`src/rtl/v810_bus_pkg.sv`:
```
// Shared types and codes for the v810 external bus arbiter.
package v810_bus_pkg;

    typedef enum logic [1:0] {
        BS_IDLE = 2'd0,
        BS_T1   = 2'd1,
        BS_T2   = 2'd2
    } bus_state_t;

    typedef enum logic {
        GNT_I = 1'b0,
        GNT_D = 1'b1
    } grant_t;

    localparam logic [1:0] ST_IDLE   = 2'b00;
    localparam logic [1:0] ST_IFETCH = 2'b10;
    localparam logic [1:0] ST_DATA   = 2'b11;

    localparam int TIMEOUT_DEFAULT = 15;

endpackage

```
`src/rtl/v810_bus_arb_wait_timer.sv`:
```
// v810_bus_wait_timer: counts T2 wait states, expires when the count reaches TIMEOUT.
// Latency: expire is combinational from the registered count. Backpressure: none; frozen while ce=0.
// Waits: cleared in T1, one increment per T2 edge with ready_n high.
module v810_bus_wait_timer #(
    parameter int TIMEOUT = 15
) (
    input  logic clk,
    input  logic rst_n,
    input  logic ce,
    input  logic clr,
    input  logic t2,
    input  logic ready_n,
    output logic expire
);

    localparam logic [7:0] TO_CNT = 8'(TIMEOUT);

    logic [7:0] cnt;

    assign expire = t2 && ready_n && (cnt == TO_CNT);

    always_ff @(posedge clk or negedge rst_n) begin
        if (!rst_n) begin
            cnt <= 8'd0;
        end else if (ce) begin
            if (clr) begin
                cnt <= 8'd0;
            end else if (t2 && ready_n && !expire) begin
                cnt <= cnt + 8'd1;
            end
        end
    end

endmodule

```
`src/rtl/v810_bus_arb.sv`:
```
// v810_bus_arb: merges the fetch and data ports onto one T1/T2 bus; optional V810_BUS_ARB_RR_EN selects round-robin.
// Latency: REQ at edge k -> T1 k+1 -> T2 k+2 -> ACK k+3, plus one cycle per READYn wait; TIMEOUT ends with BUSERR.
// Backpressure: requesters hold REQ until their ACK; READYn high stretches T2; CE=0 freezes everything.
module v810_bus_arb
    import v810_bus_pkg::*;
#(
    parameter int TIMEOUT = TIMEOUT_DEFAULT
) (
    input  logic        CLK,
    input  logic        RESn,
    input  logic        CE,
    input  logic        I_REQ,
    input  logic [31:0] I_A,
    output logic [31:0] I_D,
    output logic        I_ACK,
    input  logic        D_REQ,
    input  logic [31:0] D_A,
    input  logic        D_WR,
    input  logic [3:0]  D_BEn,
    input  logic [31:0] D_DO,
    output logic [31:0] D_DI,
    output logic        D_ACK,
    output logic        BUSERR,
    output logic [31:0] A,
    output logic [31:0] DO,
    input  logic [31:0] DI,
    output logic [3:0]  BEn,
    output logic [1:0]  ST,
    output logic        MRQn,
    output logic        RW,
    output logic        BCYSTn,
    input  logic        READYn
);

    localparam logic [31:0] WORD_MASK = 32'hFFFF_FFFC;

    bus_state_t  state, state_nx;
    grant_t      owner, owner_nx, gsel;
    logic        grant, expire;
    logic [31:0] a_nx, do_nx, id_nx, ddi_nx;
    logic [3:0]  ben_nx;
    logic [1:0]  st_nx;
    logic        rw_nx, mrq_nx, bcyst_nx, iack_nx, dack_nx, berr_nx;
`ifdef V810_BUS_ARB_RR_EN
    grant_t      rr_pri, rr_nx;
`endif

    v810_bus_wait_timer #(
        .TIMEOUT (TIMEOUT)
    ) u_wait_timer (
        .clk     (CLK),
        .rst_n   (RESn),
        .ce      (CE),
        .clr     (state == BS_T1),
        .t2      (state == BS_T2),
        .ready_n (READYn),
        .expire  (expire)
    );

    always_comb begin
        state_nx = state;
        owner_nx = owner;
        a_nx     = A;
        do_nx    = DO;
        ben_nx   = BEn;
        st_nx    = ST;
        rw_nx    = RW;
        mrq_nx   = MRQn;
        bcyst_nx = BCYSTn;
        id_nx    = I_D;
        ddi_nx   = D_DI;
        iack_nx  = 1'b0;
        dack_nx  = 1'b0;
        berr_nx  = 1'b0;
        grant    = 1'b0;
        gsel     = GNT_D;
`ifdef V810_BUS_ARB_RR_EN
        rr_nx    = rr_pri;
`endif
        case (state)
            BS_IDLE: begin
                grant = I_REQ | D_REQ;
`ifdef V810_BUS_ARB_RR_EN
                if (I_REQ && D_REQ) gsel = rr_pri;
                else                gsel = D_REQ ? GNT_D : GNT_I;
`else
                gsel  = D_REQ ? GNT_D : GNT_I;
`endif
            end
            BS_T1: begin
                state_nx = BS_T2;
                bcyst_nx = 1'b1;
            end
            BS_T2: begin
                if (!READYn || expire) begin
                    berr_nx = expire;
                    // Only the requester that was not just served may take the bus back-to-back.
                    if (owner == GNT_I) begin
                        iack_nx = 1'b1;
                        id_nx   = expire ? 32'd0 : DI;
                        grant   = D_REQ;
                        gsel    = GNT_D;
                    end else begin
                        dack_nx = 1'b1;
                        if (RW) ddi_nx = expire ? 32'd0 : DI;
                        grant   = I_REQ;
                        gsel    = GNT_I;
                    end
                    if (!grant) begin
                        state_nx = BS_IDLE;
                        mrq_nx   = 1'b1;
                        st_nx    = ST_IDLE;
                        rw_nx    = 1'b1;
                        ben_nx   = 4'hF;
                    end
                end
            end
            default: state_nx = BS_IDLE;
        endcase

        if (grant) begin
            state_nx = BS_T1;
            owner_nx = gsel;
            mrq_nx   = 1'b0;
            bcyst_nx = 1'b0;
`ifdef V810_BUS_ARB_RR_EN
            rr_nx    = (gsel == GNT_D) ? GNT_I : GNT_D;
`endif
            if (gsel == GNT_D) begin
                a_nx   = D_A & WORD_MASK;
                ben_nx = D_BEn;
                rw_nx  = ~D_WR;
                st_nx  = ST_DATA;
                if (D_WR) do_nx = D_DO;
            end else begin
                a_nx   = I_A & WORD_MASK;
                ben_nx = 4'h0;
                rw_nx  = 1'b1;
                st_nx  = ST_IFETCH;
            end
        end
    end

    always_ff @(posedge CLK or negedge RESn) begin
        if (!RESn) begin
            state  <= BS_IDLE;
            owner  <= GNT_D;
            A      <= 32'd0;
            DO     <= 32'd0;
            BEn    <= 4'hF;
            ST     <= ST_IDLE;
            RW     <= 1'b1;
            MRQn   <= 1'b1;
            BCYSTn <= 1'b1;
            I_D    <= 32'd0;
            D_DI   <= 32'd0;
            I_ACK  <= 1'b0;
            D_ACK  <= 1'b0;
            BUSERR <= 1'b0;
`ifdef V810_BUS_ARB_RR_EN
            rr_pri <= GNT_D;
`endif
        end else if (CE) begin
            state  <= state_nx;
            owner  <= owner_nx;
            A      <= a_nx;
            DO     <= do_nx;
            BEn    <= ben_nx;
            ST     <= st_nx;
            RW     <= rw_nx;
            MRQn   <= mrq_nx;
            BCYSTn <= bcyst_nx;
            I_D    <= id_nx;
            D_DI   <= ddi_nx;
            I_ACK  <= iack_nx;
            D_ACK  <= dack_nx;
            BUSERR <= berr_nx;
`ifdef V810_BUS_ARB_RR_EN
            rr_pri <= rr_nx;
`endif
        end
    end

endmodule

```
`config.mk`:
```
export PLATFORM = sky130hd
export DESIGN_NAME = v810_bus_arb
export DESIGN_NICKNAME = d
export VERILOG_FILES = /design/src/rtl/v810_bus_pkg.sv /design/src/rtl/v810_bus_arb_wait_timer.sv /design/src/rtl/v810_bus_arb.sv
export SDC_FILE = /design/constraint.sdc
export NUM_CORES = 1
export LEC_CHECK = 0
export ABC_AREA = 1
export CAP_MARGIN = 5
export CORE_UTILIZATION = 39
export CTS_CLUSTER_SIZE = 20
export DETAILED_ROUTE_END_ITERATION = 8
export GPL_TIMING_DRIVEN = 1
export HOLD_SLACK_MARGIN = 0.02
export PLACE_DENSITY = 0.79
export SLEW_MARGIN = 20
export SYNTH_ARGS = -nofsm -noshare
export SYNTH_HDL_FRONTEND = slang
export SYNTH_SLANG_ARGS = --single-unit
```
`constraint.sdc`:
```
create_clock -name CLK -period 1.65 [get_ports CLK]
set_input_delay 0.2475 -clock CLK [delete_from_list [all_inputs] [get_ports CLK]]
set_output_delay 0.2475 -clock CLK [all_outputs]
set_load 0.03 [all_outputs]
```
# ---- Yosys cells after proc, flatten, opt, wreduce, memory -nomap -nowiden
# Index checks and enable logic that the tools add are counted.
dict set report word_totals {
  ff_bits 151
  latchBits 0
  ram_bits 0
  romBits 0
  inputBits 139
  out_inout_bits 140
  wordCells 85
  mem_count 0
}
dict set report op_classes {
  add_sub_neg 1
  mul 0
  div 0
  n_lt_le_gt_ge 0
  n_eq_ne 7
  shifts 0
  muxes 40
  n_bitwise 3
  n_reduce_logical 19
}
# op count
set op_table {}
lappend op_table {{2-to-1 mux 32 bit} 2}
lappend op_table {{2-to-1 mux 1 bit} 23}
lappend op_table {{2-to-1 mux 4 bit} 5}
lappend op_table {{2-to-1 mux 8 bit} 2}
lappend op_table {{AND reduction 4 bit} 4}
lappend op_table {{2-to-1 mux 2 bit} 5}
lappend op_table {{adder 8 x 1 -> 8 bit (second input constant)} 1}
lappend op_table {{== test 8 x 4 -> 1 bit (second input constant)} 1}
lappend op_table {{nonzero test 2 bit} 4}
lappend op_table {{!= test 3 bit (second input constant)} 2}
lappend op_table {{case mux 2 bit (3 select lines)} 1}
lappend op_table {{AND reduction 2 bit} 3}
lappend op_table {{AND reduction 5 bit} 1}
lappend op_table {{!= test 2 bit (second input constant)} 2}
lappend op_table {{case mux 1 bit (2 select lines)} 2}
lappend op_table {{logical AND 1 bit} 3}
lappend op_table {{== test 2 x 1 -> 1 bit (second input constant)} 1}
lappend op_table {{== test 2 bit (second input constant)} 1}
lappend op_table {{zero test 1 bit} 2}
lappend op_table {{zero test 2 bit} 1}
lappend op_table {{NOT 1 bit} 2}
lappend op_table {{logical OR 1 bit} 1}
lappend op_table {{bitwise OR 1 bit} 1}

# ---- Depth between registers and ports, before layout
# Gate-level depths: netlist of run 1.
dict set report depth {
  ltp_word 10
  mapped_depth 12
}

# ---- Hierarchy
# A second synthesis of run 1 with hierarchy kept.
dict set report hier_totals {
  cells_unflattened 877
  hier_area_um2 6845.3
}
# module n_inst cells_each area_per_inst_um2
set modules_own_cells {}
lappend modules_own_cells {v810_bus_arb 1 798 6312.3}
lappend modules_own_cells {v810_bus_wait_timer 1 79 533.0}

# ---- Worst setup path after synthesis of run 1
# Ideal clock, no wire load.
dict set report synth_path {
  path_kind {flip-flop to flip-flop}
  from {register u_wait_timer.cnt[0]}
  to {register DO[0]}
  setup_ns 0.118
  t_arrival_ns 1.651
  setup_slack_ns -0.118
  path_stages_with_launch 11
  path_buffers 1
  period_less_slack_ns 1.768
  path_cell_list {dfrtp_1 -> ha_1 -> nand3_1 -> nor2_4 -> o21ai_4 -> nor2_4 -> nor2_4 -> nand3_2 -> buf_2 -> nand2_1 -> nand2_1}
}
dict set report synth_between {
  elab_chain_cells 6
  elab_cells_between_ends 8
  cone_classes {1 x eq/ne; 4 x mux; 3 x reduce/logical}
}
# item line
set synth_rtl {}
lappend synth_rtl {{from (decl)} v810_bus_arb_wait_timer.sv:18} ;# logic [7:0] cnt;
lappend synth_rtl {{from (signal assigned)} v810_bus_arb_wait_timer.sv:29} ;# cnt <= cnt + 8'd1;
lappend synth_rtl {{== test 8 x 4 -> 1 bit (*)} v810_bus_arb_wait_timer.sv:20} ;# assign expire = t2 && ready_n && (cnt == TO_CNT);
lappend synth_rtl {{logical AND 1 bit (*)} v810_bus_arb_wait_timer.sv:20}
lappend synth_rtl {{logical OR 1 bit (*)} v810_bus_arb.sv:95} ;# if (!READYn || expire) begin
lappend synth_rtl {{2-to-1 mux 1 bit} v810_bus_arb.sv:95}
lappend synth_rtl {{case mux 1 bit (2 select lines)} v810_bus_arb.sv:80} ;# case (state)
lappend synth_rtl {{AND reduction 4 bit (no source line) (*)} n/a}
lappend synth_rtl {{to (signal assigned)} v810_bus_arb.sv:167} ;# DO <= do_nx;
lappend synth_rtl {{to (decl)} v810_bus_arb.sv:25} ;# output logic [31:0] DO,
# Mark *: on every way between the ends. The rest lies on a longest branch, timed or not.
# A chain may end at the register's enable or synchronous reset.

# ---- Worst setup path in the final report of run 1
dict set report layout_path {
  from {register u_wait_timer.cnt[0]}
  to {register A[28]}
}
dict set report layout_between {
  elab_chain_cells 6
  elab_cells_between_ends 9
  cone_classes {1 x eq/ne; 5 x mux; 3 x reduce/logical}
}
# item line
set layout_rtl {}
lappend layout_rtl {{== test 8 x 4 -> 1 bit (*)} v810_bus_arb_wait_timer.sv:20}
lappend layout_rtl {{logical AND 1 bit (*)} v810_bus_arb_wait_timer.sv:20}
lappend layout_rtl {{logical OR 1 bit (*)} v810_bus_arb.sv:95}
lappend layout_rtl {{2-to-1 mux 1 bit} v810_bus_arb.sv:95}
lappend layout_rtl {{case mux 1 bit (2 select lines)} v810_bus_arb.sv:80}
lappend layout_rtl {{2-to-1 mux 32 bit or AND reduction 2 bit (tied branches)} n/a}
lappend layout_rtl {{to (signal assigned)} v810_bus_arb.sv:166} ;# A <= a_nx;
lappend layout_rtl {{to (decl)} v810_bus_arb.sv:24} ;# output logic [31:0] A,
# Marked as above.

==> flow_metrics.env, run 1 <==
export IMPL_timing_hold_ws_ns=0.364
export IMPL_p_clk_share_pct=18.2
export IMPL_synthSimpleGateAreaFrac_pct=33.7
export IMPL_synth_top_family_by_area="simple AND/OR/NAND/NOR gates"
export IMPL_ys_types=33
export IMPL_cts_htree_levels=4
export IMPL_setup_viol=139
export IMPL_syn_to_final_growth_pct=67.0
export IMPL_p_int_uw=11900
export IMPL_chipHeight_um=135
export IMPL_synth_warnings=0
export IMPL_clk_pin_slew_ns=0.06
export IMPL_syn_avg_cell_area_sq_um=7.93
export IMPL_antenna_left=0
export IMPL_crit_type="reg -> reg"
export IMPL_drt_initial_drc_count=435
export IMPL_cts_buffer_depth=2
export IMPL_timing_setup_tns_ns=-12.73
export IMPL_worstPathRequired_ns=1.96
export IMPL_worstPathArrival_ns=2.12
export IMPL_grt_use_total_pct=24.3
export IMPL_num_io_pins=279
export IMPL_grt_pass1_wl_um=34100
export IMPL_power_frac_seq_pct=29.5
export IMPL_status="complete, but fails checks"
export IMPL_ys_seq_area_share_pct=54.1
export IMPL_grt_pass1_vias=6826
export IMPL_vias_per_cell=4.95
export IMPL_min_period_over_period_pct=110
export IMPL_period_needed_ns=1.81
export IMPL_tritoncts="built"
export IMPL_hold_viol_final=0
export IMPL_total_power_uw=21400
export IMPL_grt_max_degree=52
export IMPL_start_util_pct=39.9
export IMPL_max_slew_margin_pct=64.4
export IMPL_synth_xor_xnor_area_share_pct=0.507
export IMPL_netlist_area_sq_um=6910
export IMPL_cts_root_buf="clkbuf_16"
export IMPL_gr_total_overflow=0
export IMPL_violations="setup timing"
export IMPL_dp_hpwl_um=15000
export IMPL_final_setup_worst_slack_ns=-0.160
export IMPL_synth_adder_area_share_pct=0.181
export IMPL_finClkSkew_ns=0.00930
export IMPL_synth_cells=871
export IMPL_r2r_start="u_wait_timer.cnt[0]"
export IMPL_min_delay_path_class="in -> async"
export IMPL_drv_slew=0
export IMPL_start_kind="register"
export IMPL_wl_per_cell_um=16.2
export IMPL_final_nets=1334
export IMPL_n_antenna_cell=0
export IMPL_antenna_found_initial=0
export IMPL_vias=7079
export IMPL_p_per_area_nw_per_um2=1860
export IMPL_fp_dieW_um=135
export IMPL_cap_violations=0
export IMPL_gp_congestion=0.847
export IMPL_core_area_sq_um=17300
export IMPL_synthMuxAreaShare_pct=0
export IMPL_fmax_ghz=0.553
export IMPL_grt_setup_unrepaired="true"
export IMPL_p_switching_uw=9490
export IMPL_mostFrequentLayoutCell="nand2_1"
export IMPL_placementRows=48
export IMPL_die_area_sq_um=18200
export IMPL_mostFrequentLayoutCells="nand2_1, dfrtp_1, clkdlybuf4s50_1"
export IMPL_p_leak_uw=0.00655
export IMPL_numCtsBuffers=17
export IMPL_crit_start="u_wait_timer.cnt[0]"
export IMPL_worst_skew_pair_late_latency_ns=0.42
export IMPL_peakVddDrop_mv=0.975
export IMPL_synth_seq_cells=149
export IMPL_drc=0
export IMPL_drive_gt1_share_pct=17.0
export IMPL_io_buffers=272
export IMPL_drt_pass1_iter_count=5
export IMPL_switching_share_pct=44.4
export IMPL_drt_wl_total_um=23200
export IMPL_setup_worst_path_end_class="register"
export IMPL_pwr_share_comb_pct=52.2
export IMPL_cp_max_fo=17
export IMPL_synth_compound_area_share_pct=4.24
export IMPL_worstMarginPinSlew_ns=0.534
export IMPL_cts_sinks=149
==> cell type report <==
| cell class | instances | area (sq um) |
|---|---|---|
| clock inverters | 9 | 129 |
| well taps | 225 | 282 |
| multi-input cells | 620 | 3040 |
| inverters | 54 | 205 |
| clock buffers | 20 | 457 |
| flip-flops and latches | 149 | 3740 |
| repair buffers | 352 | 3680 |
| fillers | 1387 | 5760 |
==> worst paths after layout <==
check / end / slack [ns] / cells after the start
setup / recovery: A[28] / -0.16 / 12
max in group asynchronous: A[27] / 0.72 / 3
hold / removal: I_D[9] / 0.36 / 2
hold reg to reg: DO[25] / 0.46 / 2
setup reg to reg: A[28] / -0.16 / 12
min in group CLK: DO[3] / 0.41 / 3
==> synth_stat cells, drive strengths merged <==
library cell | count | area [sq um]
ha | 1 | 12.5
xor2 | 4 | 35.0
dfstp | 8 | 210
inv | 54 | 203
o21ai | 42 | 225
nand3 | 48 | 245
nor2 | 48 | 219
nor3b | 1 | 7.51
buf | 35 | 230
clkbuf | 15 | 60.1
conb | 1 | 3.75
o21a | 1 | 7.51
or4 | 1 | 7.51
dfrtp | 141 | 3530
o31ai | 3 | 22.5
nand2 | 425 | 1610
a21oi | 6 | 37.5
nand4 | 35 | 219
nor3 | 2 | 21.3
==> flip-flops by register name (all words and copies together) (netlist names) <==
name,count
u_wait_timer.cnt,8
owner,1
D_DI,32
D_ACK,1
MRQn,1
I_D,32
RW,1
I_ACK,1
DO,32
BEn,4
BUSERR,1
ST,2
A,30
BCYSTn,1
state,2
==> worst max-delay path, cell delays in order (launching register included) <==
cell and delay [ns]:
dfrtp_1 0.39, ha_4 0.18, nand2_2 0.06, nor2_2 0.12, nand2_2 0.09, a21oi_4 0.16
buf_6 0.14, nand2_8 0.07, clkbuf_16 0.20, nand3_1 0.12, nand2_2 0.05, nand2_1 0.06
nand2_1 0.05
==> through the flow <==
step	setup slack, ns	cells	instance area [sq um]	util [%]
floorplan	0.00731	872	6930	-
global placement	-0.173	1378	10300	59.4
detailed placement	-0.218	1378	10300	59.4
CTS	-0.117	1418	10900	63.2
global route	-0.228	1429	11500	66.7
finish	-0.160	1429	11500	66.7
==> timing repair <==
action | CTS | global route
hold endpoints to repair | 36 | 0
setup endpoints to repair | 274 | 184
buffers inserted | 8 | 4
pin swaps | 2 | 33
gates cloned | 2 | 8
resized for setup | 118 | 129
hold buffers | 1 | 0
==> logic make-up (layout without fill, tap and decap cells) <==
| logic type | after synthesis | after routing |
|---|---|---|
| adder cells (fa/ha/maj) | 1 | 1 |
| buffers and inverters | 104 | 435 |
| AND/OR/NAND/NOR | 560 | 561 |
| flip-flops | 149 | 149 |
| AO/OA/AOI/OAI | 52 | 52 |
| other | 1 | 2 |
| XOR/XNOR | 4 | 4 |
==> power groups by stage <==
stage / logic (uW) / clock network [uW] / registers [uW]
floorplan: 3030 / 0 / 9400
global placement: 11000 / 0 / 6320
detailed placement: 11100 / 0 / 6390
CTS: 10500 / 3950 / 6320
global route: 11900 / 4110 / 6500
finish: 11200 / 3900 / 6320
==> metal layers <==
metal / vias to the layer above / share of wire, % / GRT usage, %
li1: 3378 / - / -
met1: 3386 / 39 / 27.9
met2: 282 / 51 / 42.7
met3: 33 / 8.0 / 7.02
met4: 0 / 2.3 / 9.05
met5: - / 0 / 0
(Power assumes the default switching activity.)
==> inputs of run 2 (changes only) <==
--- a/config.mk
+++ b/config.mk
@@ -6,14 +6,16 @@
 export NUM_CORES = 1
 export LEC_CHECK = 0
 export ABC_AREA = 1
-export CAP_MARGIN = 5
+export CAP_MARGIN = 20
 export CORE_UTILIZATION = 39
+export CTS_CLUSTER_DIAMETER = 100
 export CTS_CLUSTER_SIZE = 20
 export DETAILED_ROUTE_END_ITERATION = 8
 export GPL_TIMING_DRIVEN = 1
 export HOLD_SLACK_MARGIN = 0.02
-export PLACE_DENSITY = 0.79
+export PLACE_DENSITY = 0.8
 export SLEW_MARGIN = 20
 export SYNTH_ARGS = -nofsm -noshare
 export SYNTH_HDL_FRONTEND = slang
+export SYNTH_HIERARCHICAL = 1
 export SYNTH_SLANG_ARGS = --single-unit
==> run 2 against run 1 <==
Net effect:
- the run still ends with setup timing left
- power rose by 7.5%
- sequential share of layout area fell by 1.4 points
- clock power rose by 10%
- global-route usage rose by 1.8 points
- first-iteration DRC count rose by 18%
- cell count rose by 1.3%
- synthesized cell count rose by 0.69%
==> flow_metrics.env, run 2 <==
export IMPL_status="complete, but fails checks"
export IMPL_violations="setup timing"
export IMPL_grt_use_total_pct=26.1
export IMPL_cts_htree_levels=4
export IMPL_crit_type="reg -> reg"
export IMPL_synth_edf_count=0
export IMPL_core_area_sq_um=17200
export IMPL_final_nets=1350
export IMPL_final_area_sq_um=12000
export IMPL_gr_total_overflow=0
export IMPL_ys_types=29
export IMPL_worst_skew_pair_late_latency_ns=0.43
export IMPL_io_buffers=272
export IMPL_cap_violations=0
export IMPL_cp_max_fo=6
export IMPL_setup_worst_path_end_class="register"
export IMPL_cts_sinks=149
export IMPL_p_per_area_nw_per_um2=1910
export IMPL_grt_setup_unrepaired="true"
export IMPL_min_delay_path_class="in -> async"
export IMPL_wl_per_cell_um=17.5
export IMPL_grt_pass1_wl_um=36600
export IMPL_chipHeight_um=134
export IMPL_yosysMostFrequentCell="nand2_1"
export IMPL_dp_hpwl_um=14900
export IMPL_yosys_most_used_dff="dfrtp_1"
export IMPL_numCtsBuffers=17
export IMPL_netlist_top_cells_count="nand2_1, dfrtp_1, nor2_1"
export IMPL_pre_cts_slack_ns=-0.586
export IMPL_syn_to_final_growth_pct=76.0
export IMPL_vias_per_cell=5.10
export IMPL_drv_slew=0
export IMPL_cts_buffer_depth=2
export IMPL_drt_pass1_iter_count=5
export IMPL_synth_warnings=6
export IMPL_antenna_left=0
export IMPL_mostFrequentLayoutCells="nand2_1, dfrtp_1, clkdlybuf4s50_1, dlygate4sd2_1, nand2_2"
export IMPL_synth_async_reset_ratio_pct=100
export IMPL_synth_seq_cells=149
export IMPL_final_setup_worst_slack_ns=-0.333
export IMPL_vias=7379
export IMPL_synth_top_area_share_pct=51.5
export IMPL_min_period_over_period_pct=120
export IMPL_critical_path_cell_chain="ha_4 > nand3_4 > nor3_4 > inv_2 > nand2_4 > nand2_4 > nor3_4 > inv_4 > clkbuf_16 > nand2_2 > nand2_1"
export IMPL_drt_wl_total_um=25300
export IMPL_worstPathArrival_ns=2.29
export IMPL_dpl_cell_count=1384
export IMPL_ys_seq_area_share_pct=54.6
export IMPL_n_antenna_cell=0
export IMPL_fmax_ghz=0.504
export IMPL_tritoncts="built"
export IMPL_clk_pin_slew_ns=0.06
export IMPL_synthTopCellsByArea="dfrtp_1, nand2_1, nand4_1"
export IMPL_reg_largest_list="DO x32, D_DI x32, I_D x32"
export IMPL_antenna_found_initial=0
export IMPL_grt_pass1_vias=7251
export IMPL_synth_cells=877
export IMPL_placementRows=48
export IMPL_grt_max_degree=45
export IMPL_critical_path_max_stage_delay_ns=0.39
export IMPL_mostFrequentLayoutCell="nand2_1"
export IMPL_synth_top_area_cell="dfrtp_1"
export IMPL_drt_initial_drc_count=512
export IMPL_die_area_sq_um=18100
export IMPL_p_leak_uw=0.00636
export IMPL_syn_avg_cell_area_sq_um=7.81
export IMPL_netlist_area_sq_um=6850
export IMPL_dpl_cell_area_sq_um=10300
export IMPL_hold_viol_final=0
export IMPL_worstPathRequired_ns=1.96
export IMPL_final_cell_count_no_fill=1448
export IMPL_r2r_cells=11
export IMPL_peakVddDrop_mv=1.00
export IMPL_start_util_pct=39.7
export IMPL_drive_gt1_share_pct=26.4
export IMPL_cts_root_buf="clkbuf_16"
export IMPL_fp_dieW_um=134
export IMPL_setup_viol=140
export IMPL_num_io_pins=279
export IMPL_slowest_stage="dfrtp_1"
export IMPL_finClkSkew_ns=0.0131
export IMPL_gp_congestion=0.840
export IMPL_period_needed_ns=1.98
export IMPL_start_kind="register"
export IMPL_drc=0
[run 2: cell count changes after synthesis, moves of 5 or more]
cell     previous run  this run
buf_6               8         0
o21ai_1            22         2
o21ai_0            18        35
a21oi_1             4         9
nand2_1           421       431
nand3_1            47        38
nor2_1             44        51
[run 2: worst max-delay path, delay by kind of cell, from the launching register on]
family | cells | cell delay, ns
DFF | 1 | 0.39
adders and majority gates | 1 | 0.17
and+or+nand+nor | 7 | 0.89
buffers and inverters | 3 | 0.41
[run 2: final timing paths]
kind                                     startpoint  endpoint  slack [ns]
worst min-delay path                           RESn  D_DI[17]        0.31
max in group asynchronous                      RESn    BCYSTn        0.71
worst min register to register               I_D[0]    I_D[0]        0.47
worst max register to register  u_wait_timer/cnt[1]    I_D[9]       -0.33
worst max-delay path            u_wait_timer/cnt[1]    I_D[9]       -0.33
min in group CLK                           D_BEn[0]    BEn[0]        0.35
[run 2: what timing repair did]
item,in CTS,in global routing
gates resized for setup,195,215
pin swaps,8,30
setup buffers,13,7
setup endpoints to repair,278,145
endpoints found under the hold margin,32,0
hold buffers,1,0
cloned,7,7
[run 2: power by group]
part / internal, uW / total [uW] / switching [uW]
Sequential: 5360 / 6630 / 1260
Combinational: 4380 / 12100 / 7700
Clock: 2700 / 4300 / 1600
Total: 12400 / 23000 / 10600
[run 2: area by class of cell]
cell class | instances | area, sq um
timing repair buffer | 357 | 3630
multi-input combinational | 630 | 3530
inverter | 55 | 214
tap | 225 | 282
clock inverter | 10 | 168
sequential | 149 | 3740
fill | 1275 | 5190
clock buffer | 22 | 484
[run 2: per-layer routing]
| layer | vias to the layer above | track usage, % | routed length (um) |
|---|---|---|---|
| met5 | - | 0 | 0 |
| met2 | 396 | 44.6 | 12800 |
| met1 | 3495 | 30.6 | 9470 |
| met4 | 0 | 11.7 | 1000 |
| li1 | 3415 | - | - |
| met3 | 73 | 7.21 | 2030 |
[run 2: stage by stage]
| step | setup TNS, ns | power (uW) | hold slack (ns) | util, % |
|---|---|---|---|---|
| floorplan | -26.27 | 12400 | -0.0481 | - |
| global placement | -58.63 | 17200 | 0.183 | 59.5 |
| detailed placement | -69.73 | 17500 | 0.182 | 59.5 |
| CTS | -28.06 | 21400 | 0.308 | 64.9 |
| global route | -47.91 | 24200 | 0.310 | 69.9 |
| finish | -35.48 | 23000 | 0.306 | 69.9 |
[run 2: cells by family after synthesis]
kind of cell    Yosys count  share of synthesized area, %
simple gates            572                          34.5
flops                   149                          54.6
buf+inv                 103                          6.42
compound gates           51                          4.24
fa+ha+maj                 1                         0.183
other cells               1                        0.0548
==> inputs of run 3 (changes only) <==
--- a/config.mk
+++ b/config.mk
@@ -8,12 +8,13 @@
 export ABC_AREA = 1
 export CAP_MARGIN = 20
 export CORE_UTILIZATION = 39
+export CTS_BUF_LIST = sky130_fd_sc_hd__clkbuf_16
 export CTS_CLUSTER_DIAMETER = 100
 export CTS_CLUSTER_SIZE = 20
 export DETAILED_ROUTE_END_ITERATION = 8
 export GPL_TIMING_DRIVEN = 1
 export HOLD_SLACK_MARGIN = 0.02
-export PLACE_DENSITY = 0.8
+export PLACE_DENSITY = 0.74
 export SLEW_MARGIN = 20
 export SYNTH_ARGS = -nofsm -noshare
 export SYNTH_HDL_FRONTEND = slang
==> run 3 against run 2 <==
Net effect:
- clock power hardly changed
- via count is 4.1% higher
- register-to-register slack lost 0.04 ns
- final area up 7.0%
- global-route usage is 4.0 points higher
- utilization up 4.9 points
- power increased by 6.1%
- combinational power grew 11%
- the flow still finishes with violations (setup timing)
==> flow_metrics.env, run 3 (same netlist as run 2, synthesis figures left out) <==
export IMPL_setup_viol=139
export IMPL_worstPathRequired_ns=1.97
export IMPL_final_nets=1373
export IMPL_min_delay_path_class="in -> async"
export IMPL_grt_use_total_pct=30.1
export IMPL_gp_congestion=0.841
export IMPL_final_cell_count_no_fill=1471
export IMPL_antenna_found_initial=0
export IMPL_mostFrequentLayoutCell="nand2_1"
export IMPL_finClkSkew_ns=0.00851
export IMPL_num_io_pins=279
export IMPL_grt_max_degree=42
export IMPL_fp_dieW_um=134
export IMPL_cts_htree_levels=4
export IMPL_cts_sinks=149
export IMPL_syn_to_final_growth_pct=88.2
export IMPL_ff_latch_area_sq_um=3740
export IMPL_cts_root_buf="clkbuf_16"
export IMPL_drt_wl_total_um=27800
export IMPL_fmax_ghz=0.493
export IMPL_core_area_sq_um=17200
export IMPL_grt_setup_unrepaired="true"
export IMPL_period_needed_ns=2.03
export IMPL_drc=0
export IMPL_drt_pass1_iter_count=5
export IMPL_status="complete, but fails checks"
export IMPL_clk_pin_slew_ns=0.07
export IMPL_vias_per_cell=5.22
export IMPL_reg_largest_list="DO x32, D_DI x32, I_D x32"
export IMPL_dpl_cell_count=1383
export IMPL_pwr_share_comb_pct=54.9
export IMPL_peakVddDrop_mv=0.982
export IMPL_worst_skew_pair_late_latency_ns=0.43
export IMPL_worstPathArrival_ns=2.35
export IMPL_drive_gt1_share_pct=32.8
export IMPL_numCtsBuffers=17
export IMPL_worstMarginPinSlew_ns=0.545
export IMPL_antenna_left=0
export IMPL_setup_worst_path_end_class="register"
export IMPL_io_buffers=272
export IMPL_die_area_sq_um=18100
export IMPL_min_period_over_period_pct=123
export IMPL_p_leak_uw=0.00672
export IMPL_power_frac_seq_pct=27.4
export IMPL_dp_hpwl_um=15000
export IMPL_grt_pass1_wl_um=41400
export IMPL_start_util_pct=39.7
export IMPL_wl_per_cell_um=18.9
export IMPL_gr_total_overflow=0
export IMPL_crit_type="reg -> reg"
export IMPL_cap_violations=0
export IMPL_mostFrequentLayoutCells="nand2_1, dfrtp_1, nand2_2, clkdlybuf4s50_1, dlygate4sd2_1"
export IMPL_p_clk_share_pct=17.7
export IMPL_timing_hold_ws_ns=0.320
export IMPL_vias=7678
export IMPL_fill_cells=1121
export IMPL_start_kind="register"
export IMPL_n_antenna_cell=0
export IMPL_drv_slew=0
export IMPL_multiInputGateArea_sq_um=3800
export IMPL_p_int_uw=13300
export IMPL_placementRows=48
export IMPL_cts_buffer_depth=2
export IMPL_max_slew_margin_pct=63.6
export IMPL_chipHeight_um=134
export IMPL_violations="setup timing"
export IMPL_grt_pass1_vias=7657
export IMPL_p_switching_uw=11100
export IMPL_tritoncts="built"
export IMPL_cp_max_fo=6
export IMPL_switching_share_pct=45.4
export IMPL_hold_viol_final=0
export IMPL_p_per_area_nw_per_um2=1890
export IMPL_final_setup_worst_slack_ns=-0.378
export IMPL_drt_initial_drc_count=603
[run 3: power by group through the flow]
stage | clock network [uW] | logic [uW] | registers [uW]
after floorplan | 0 | 3010 | 9390
after global placement | 0 | 10900 | 6360
after detailed placement | 0 | 11100 | 6370
after CTS | 4310 | 12300 | 6400
after global routing | 4490 | 14100 | 6860
final | 4320 | 13400 | 6690
[run 3: per-stage QoR]
| step | setup WS [ns] | total power (uW) | utilization, % | area [sq um] | setup TNS (ns) |
|---|---|---|---|---|---|
| after floorplan | -0.216 | 12400 | - | 6990 | -26.27 |
| after global placement | -0.444 | 17300 | 59.6 | 10300 | -54.06 |
| after detailed placement | -0.563 | 17400 | 59.6 | 10300 | -63.46 |
| after CTS | -0.259 | 23000 | 71.6 | 12300 | -26.56 |
| after global routing | -0.454 | 25500 | 74.8 | 12900 | -50.60 |
| final | -0.378 | 24400 | 74.8 | 12900 | -38.92 |
[run 3: worst paths after layout]
path / slack (ns) / to / from / cells past startpoint
setup / recovery: -0.38 / DO[17] / u_wait_timer/cnt[1] / 12
hold / removal: 0.32 / D_DI[12] / RESn / 2
setup reg to reg: -0.38 / DO[17] / u_wait_timer/cnt[1] / 12
hold reg to reg: 0.47 / D_DI[24] / D_DI[24] / 2
max in group asynchronous: 0.69 / BCYSTn / RESn / 3
min in group CLK: 0.39 / DO[10] / D_DO[10] / 3
[run 3: routing by layer]
metal	part of all wire (%)	global-route usage, %
met5	0	0
met4	3.6	14.7
met3	8.0	6.49
met2	51	51.8
met1	37	35.8
[run 3: cell type report]
class / count / share of cell area [%]
Inverter: 55 / 1.76
Clock buffer: 17 / 3.30
Timing Repair Buffer: 381 / 32.5
Sequential cell: 149 / 29.0
Tap cell: 225 / 2.18
Multi-Input combinational cell: 629 / 29.5
Clock inverter: 15 / 1.75
[run 3: worst max-delay path: stages, from the launching register on]
cell	delay [ns]
dfrtp_1	0.40
ha_4	0.17
nand3_4	0.09
nor3_4	0.27
nor2_4	0.07
nor2_4	0.17
nand2_4	0.10
nand2_8	0.08
nand3_4	0.14
buf_12	0.18
buf_16	0.14
nand2_4	0.06
nand2_2	0.05
[run 3: what timing repair did]
action | CTS | global route
hold endpoints to repair | 37 | 0
pin swaps | 49 | 66
endpoints found under the setup margin | 276 | 144
setup buffers | 29 | 9
hold buffers | 1 | 0
cloned | 25 | 4
resized for setup | 331 | 183
